### src/rtl/reorder_buffer.sv
// reorder_buffer: circular in-order retirement queue with CDB capture, operand query and mispredict rollback
module reorder_buffer #(
  parameter int ROB_DEPTH = 16,
  parameter int IDX_W     = 4,
  parameter int TAG_W     = 5
) (
  input  logic             clk_in,
  input  logic             rst_in,
  input  logic             rdy_in,
  input  logic             alloc_valid,
  input  logic [4:0]       alloc_rd,
  input  logic             alloc_is_branch,
  input  logic             alloc_pred_taken,
  input  logic [31:0]      alloc_pc_alt,
  output logic [TAG_W-1:0] alloc_tag,
  output logic             rob_full,
  input  logic             wb_valid,
  input  logic [TAG_W-1:0] wb_tag,
  input  logic [31:0]      wb_value,
  input  logic             wb_taken,
  input  logic [TAG_W-1:0] q_tag1,
  input  logic [TAG_W-1:0] q_tag2,
  output logic             q_ready1,
  output logic             q_ready2,
  output logic [31:0]      q_value1,
  output logic [31:0]      q_value2,
  output logic             commit_valid,
  output logic [4:0]       commit_rd,
  output logic [31:0]      commit_value,
  output logic [TAG_W-1:0] commit_tag,
  output logic             rollback,
  output logic [31:0]      rollback_pc
);
  logic [ROB_DEPTH-1:0] valid_q, valid_d, ready_q, ready_d, br_q, br_d;
  logic [ROB_DEPTH-1:0] pred_q, pred_d, taken_q, taken_d;
  logic [4:0]           rd_q [ROB_DEPTH];
  logic [4:0]           rd_d [ROB_DEPTH];
  logic [31:0]          pc_q [ROB_DEPTH];
  logic [31:0]          pc_d [ROB_DEPTH];
  logic [31:0]          value_q [ROB_DEPTH];
  logic [31:0]          value_d [ROB_DEPTH];
  logic [IDX_W-1:0]     head_q, head_d, tail_q, tail_d, wb_idx, q_idx1, q_idx2;
  logic [IDX_W:0]       count_q, count_d;
  logic                 commit_valid_q, commit_valid_d, rollback_q, rollback_d;
  logic [4:0]           commit_rd_q, commit_rd_d;
  logic [31:0]          commit_value_q, commit_value_d, rollback_pc_q, rollback_pc_d;
  logic [TAG_W-1:0]     commit_tag_q, commit_tag_d;
  logic                 retire, mispredict, do_alloc, do_wb;

  assign alloc_tag    = TAG_W'(tail_q) + TAG_W'(1);
  assign rob_full     = count_q == (IDX_W+1)'(ROB_DEPTH);
  assign commit_valid = commit_valid_q;
  assign commit_rd    = commit_rd_q;
  assign commit_value = commit_value_q;
  assign commit_tag   = commit_tag_q;
  assign rollback     = rollback_q;
  assign rollback_pc  = rollback_pc_q;

  assign wb_idx     = IDX_W'(wb_tag - TAG_W'(1));
  assign retire     = rdy_in && valid_q[head_q] && ready_q[head_q];
  assign mispredict = retire && br_q[head_q] && (taken_q[head_q] != pred_q[head_q]);
  // A full ROB can still accept when the head frees its slot on the same edge
  assign do_alloc   = rdy_in && alloc_valid && (!rob_full || retire) && !mispredict;
  assign do_wb      = rdy_in && wb_valid && wb_tag != '0 && valid_q[wb_idx] && !mispredict;

  assign q_idx1 = IDX_W'(q_tag1 - TAG_W'(1));
  assign q_idx2 = IDX_W'(q_tag2 - TAG_W'(1));
  assign {q_ready1, q_value1} = q_tag1 == '0 ? {1'b1, 32'd0} :
                                (wb_valid && wb_tag == q_tag1) ? {1'b1, wb_value} :
                                (valid_q[q_idx1] && ready_q[q_idx1]) ? {1'b1, value_q[q_idx1]} : 33'd0;
  assign {q_ready2, q_value2} = q_tag2 == '0 ? {1'b1, 32'd0} :
                                (wb_valid && wb_tag == q_tag2) ? {1'b1, wb_value} :
                                (valid_q[q_idx2] && ready_q[q_idx2]) ? {1'b1, value_q[q_idx2]} : 33'd0;

  always_comb begin
    valid_d        = valid_q;
    ready_d        = ready_q;
    br_d           = br_q;
    pred_d         = pred_q;
    taken_d        = taken_q;
    rd_d           = rd_q;
    pc_d           = pc_q;
    value_d        = value_q;
    head_d         = head_q;
    tail_d         = tail_q;
    count_d        = count_q + (IDX_W+1)'(do_alloc) - (IDX_W+1)'(retire);
    commit_valid_d = retire;
    commit_rd_d    = commit_rd_q;
    commit_value_d = commit_value_q;
    commit_tag_d   = commit_tag_q;
    rollback_d     = mispredict;
    rollback_pc_d  = rollback_pc_q;
    if (do_wb) begin
      value_d[wb_idx] = wb_value;
      taken_d[wb_idx] = wb_taken;
      ready_d[wb_idx] = 1'b1;
    end
    if (retire) begin
      valid_d[head_q] = 1'b0;
      ready_d[head_q] = 1'b0;
      head_d          = head_q + IDX_W'(1);
      commit_rd_d     = br_q[head_q] ? 5'd0 : rd_q[head_q];
      commit_value_d  = value_q[head_q];
      commit_tag_d    = TAG_W'(head_q) + TAG_W'(1);
    end
    // Allocation is applied last so it overrides a writeback to the same slot
    if (do_alloc) begin
      valid_d[tail_q] = 1'b1;
      ready_d[tail_q] = 1'b0;
      br_d[tail_q]    = alloc_is_branch;
      pred_d[tail_q]  = alloc_pred_taken;
      taken_d[tail_q] = 1'b0;
      rd_d[tail_q]    = alloc_rd;
      pc_d[tail_q]    = alloc_pc_alt;
      tail_d          = tail_q + IDX_W'(1);
    end
    if (mispredict) begin
      rollback_pc_d = pc_q[head_q];
      valid_d       = '0;
      ready_d       = '0;
      head_d        = '0;
      tail_d        = '0;
      count_d       = '0;
    end
  end

  always_ff @(posedge clk_in or posedge rst_in) begin
    if (rst_in) begin
      valid_q        <= '0;
      ready_q        <= '0;
      br_q           <= '0;
      pred_q         <= '0;
      taken_q        <= '0;
      rd_q           <= '{default: '0};
      pc_q           <= '{default: '0};
      value_q        <= '{default: '0};
      head_q         <= '0;
      tail_q         <= '0;
      count_q        <= '0;
      commit_valid_q <= 1'b0;
      commit_rd_q    <= '0;
      commit_value_q <= '0;
      commit_tag_q   <= '0;
      rollback_q     <= 1'b0;
      rollback_pc_q  <= '0;
    end else begin
      valid_q        <= valid_d;
      ready_q        <= ready_d;
      br_q           <= br_d;
      pred_q         <= pred_d;
      taken_q        <= taken_d;
      rd_q           <= rd_d;
      pc_q           <= pc_d;
      value_q        <= value_d;
      head_q         <= head_d;
      tail_q         <= tail_d;
      count_q        <= count_d;
      commit_valid_q <= commit_valid_d;
      commit_rd_q    <= commit_rd_d;
      commit_value_q <= commit_value_d;
      commit_tag_q   <= commit_tag_d;
      rollback_q     <= rollback_d;
      rollback_pc_q  <= rollback_pc_d;
    end
  end
endmodule

### config.mk
export PLATFORM = sky130hd
export DESIGN_NAME = reorder_buffer
export DESIGN_NICKNAME = d
export VERILOG_FILES = /design/src/rtl/reorder_buffer.sv
export SDC_FILE = /design/constraint.sdc
export NUM_CORES = 2
export LEC_CHECK = 0
export CAP_MARGIN = 20
export CORE_ASPECT_RATIO = 0.6
export CORE_MARGIN = 4
export CORE_UTILIZATION = 47
export CTS_BUF_LIST = sky130_fd_sc_hd__clkbuf_8
export CTS_CLUSTER_DIAMETER = 30
export DETAILED_ROUTE_END_ITERATION = 10
export PLACE_DENSITY_LB_ADDON = 0.08
export SYNTH_ARGS = -nofsm -noshare
export SYNTH_HDL_FRONTEND = slang
export SYNTH_SLANG_ARGS = --single-unit
### constraint.sdc
create_clock -name clk_in -period 47.8 [get_ports clk_in]
set_input_delay 9.56 -clock clk_in [delete_from_list [all_inputs] [get_ports clk_in]]
set_output_delay 9.56 -clock clk_in [all_outputs]
set_load 0.005 [all_outputs]
==> flow_metrics.env <==
export IMPL_p_leak_nw=32.7
export IMPL_ys_seq_elements=1273
export IMPL_final_antenna_net_count=0
export IMPL_totalWireLength_mm=194
export IMPL_cp_arrival_ns=14.37
export IMPL_fmax_ghz=0.0418
export IMPL_endpoint_kind="primary output"
export IMPL_synth_compound_area_frac=0.0107
export IMPL_core_area_mm2=0.140
export IMPL_ys_flop_type="dfrtp_1"
export IMPL_fin_skew_ns=0.0453
export IMPL_yosysWarningCount=0
export IMPL_period_needed_ns=23.93
export IMPL_grt_antenna_before_repair=9
export IMPL_grt_first_pass_wirelength_mm=294
export IMPL_rsz0062_at_grt="no"
export IMPL_firstDrtPassIters=5
export IMPL_relSlewSlack=0.224
export IMPL_place_hpwl_mm=108
export IMPL_yosys_area_top_type_share=0.476
export IMPL_maxCapViolations=0
export IMPL_hold_viol_final=0
export IMPL_setup_viol=0
export IMPL_cts_root_buf="clkbuf_8"
export IMPL_grt_pass1_vias=42400
export IMPL_max_vdd_ir_drop_uv=40.3
export IMPL_fin_setup_tns_ns=0
export IMPL_drive_gt1_frac=0.508
export IMPL_pin_count=240
export IMPL_portBuffers=239
export IMPL_dieWidth_um=495
export IMPL_synth_top_family_by_area="multiplexers"
export IMPL_synth_xor_area_frac=0.00402
export IMPL_postCtsSetupRepairBufs=0
export IMPL_syn_area_mm2=0.0669
export IMPL_syn_avg_cell_area_um2=15.9
export IMPL_synth_adder_area_share=0.00422
export IMPL_clock_sinks=1273
export IMPL_cts_hold_buf=0
export IMPL_post_route_drc_count=0
export IMPL_initial_core_util=0.477
export IMPL_grt_max_degree=170
export IMPL_syn_to_final_growth_pct=13.4
export IMPL_yosys_area_top_type="dfrtp_1"
export IMPL_yosys_area_share_simple=0.0291
export IMPL_grt_total_usage=0.266
export IMPL_cts_tree="yes"
export IMPL_clk_path_buf_depth=3
export IMPL_async_reset_ff_frac=1.00
export IMPL_worst_pin_slew_ns=1.16
export IMPL_synth_area_leaders="dfrtp_1 48%, mux4_2 24%, mux2_2 15%"
export IMPL_finalCritPeriodShare=0.501
export IMPL_cts_resized=0
export IMPL_crit_required_ns=38.24
export IMPL_via_per_inst=6.28
export IMPL_holdWs_ns=0.471
export IMPL_synth_area_mux_share=0.446
export IMPL_hold_class="reg2reg"
export IMPL_clk_pin_slew_ns=0.06
export IMPL_fin_nets=4459
export IMPL_startpoint_type="input pin"
export IMPL_grt_ovfl_total=0
export IMPL_crit_type="in2out"
export IMPL_syn_nets=4313
export IMPL_first_iter_violations=3683
export IMPL_die_area_mm2=0.149
export IMPL_syn_inst=4199
export IMPL_synth_edf_count=0
export IMPL_drv_slew=0
export IMPL_num_vias=40400
export IMPL_rows=106
export IMPL_outcome="complete, no violations"
export IMPL_cts_inserted_buffers=231
export IMPL_ys_seq_area_frac=0.476
export IMPL_p_per_area_mw_per_mm2=57.3
export IMPL_place_congestion=0.822
export IMPL_routedWlPerCell_um=30.2
export IMPL_die_h_um=300
export IMPL_synth_cell_types=65
export IMPL_cp_max_fo=68
export IMPL_htreeDepth=4
export IMPL_clock_latency_ns=0.97
==> critical path, cell delays in order <==
cell             delay [ns]
buf_8                  0.40
clkinv_1               0.42
ha_4                   1.10
buf_4                  0.99
mux4_2                 0.42
mux4_2                 0.47
mux2i_1                0.29
nor2_1                 0.09
clkdlybuf4s50_1        0.48
==> area by class of cell <==
class / count / area [µm²]
antenna: 9 / 22.5
sequential: 1273 / 31900
multi-input combinational: 2497 / 33400
clock buffer: 287 / 3950
inverter: 28 / 121
fill: 11500 / 64400
tap: 1890 / 2360
clock inverter: 134 / 1130
timing repair buffer: 314 / 3070
==> metal layers <==
metal,track usage,share of wire,vias to the layer above
li1,-,-,16500
met1,0.400,0.46,21900
met2,0.386,0.44,1652
met3,0.0580,0.074,329
met4,0.0836,0.026,4
met5,0,0.00012,-
==> flip-flops by register name, indices dropped and copies added (netlist names) <==
| register | cells |
|---|---|
| tail_q | 4 |
| rollback | 1 |
| rollback_pc | 32 |
| commit_rd | 5 |
| commit_value | 32 |
| br_q | 16 |
| value_q | 512 |
| head_q | 4 |
| rd_q | 80 |
| taken_q | 16 |
| commit_tag | 5 |
| valid_q | 16 |
| count_q | 5 |
| ready_q | 16 |
| pred_q | 16 |
| commit_valid | 1 |
| pc_q | 512 |
==> power by group <==
group          internal, mW  total (mW)  switching (mW)
Sequential             1.46        1.75           0.283
Clock                 0.623        1.13           0.503
Combinational         0.883        1.48           0.597
==> through the flow <==
stage | setup slack [ns] | area, µm² | cells | total power, mW | utilization
after floorplan | 2.36 | 66900 | 4199 | 2.80 | -
after global placement | 23.96 | 70800 | 6000 | 3.21 | 0.504
after detailed placement | 23.89 | 70800 | 6001 | 3.24 | 0.504
after CTS | 23.89 | 75900 | 6422 | 4.39 | 0.541
after global routing | 23.69 | 75900 | 6426 | 4.58 | 0.541
final | 23.87 | 75900 | 6432 | 4.35 | 0.541
==> logic make-up (layout without fill, tap and decap cells) <==
family,after synthesis,count (layout)
xor gates and xnor gates,29,29
AOI/OAI and AO/OA,95,95
DFF,1273,1273
muxes,1910,1910
other,0,9
adders and majority gates,22,22
and+or+nand+nor,441,441
buffers and inverters,429,763
==> cells in the mapped netlist, drive strengths merged, types with 5 or more instances <==
cell type	instances
a21o	14
a21oi	28
a22oi	6
a31o	5
a31oi	9
and2	8
and3	19
buf	216
clkbuf	185
dfrtp	1273
ha	21
inv	26
mux2	1137
mux2i	73
mux4	700
nand2	249
nand3	14
nand4	7
nor2	96
nor2b	5
nor3	10
nor3b	12
nor4	5
nor4b	5
o21ai	12
xnor2	13
xor2	16
==> worst paths after layout <==
kind                            startpoint  slack, ns  depth (start not counted)         endpoint
max                              q_tag1[0]      23.87                          9      q_value1[5]
min                        commit_value[3]       0.47                          2  commit_value[3]
max reg2reg                      head_q[0]      41.41                         10     value_q[183]
min reg2reg                commit_value[3]       0.47                          2  commit_value[3]
max in group asynchronous           rst_in      35.52                          5     value_q[439]
min in group asynchronous           rst_in       9.17                          2        pc_q[216]
==> cell usage in the layout (no fill, tap or decap), types with 28 or more instances in the layout <==
cell / n
nand2_1: 243
mux4_2: 700
mux2_2: 914
mux2_1: 67
clkbuf_8: 287
clkinv_2: 43
mux2i_1: 73
inv_1: 52
buf_4: 67
nor2_1: 96
mux2_4: 156
clkdlybuf4s50_1: 237
dfrtp_1: 1270
a21oi_1: 28
Note: power is estimated with default switching activity, not from simulation.
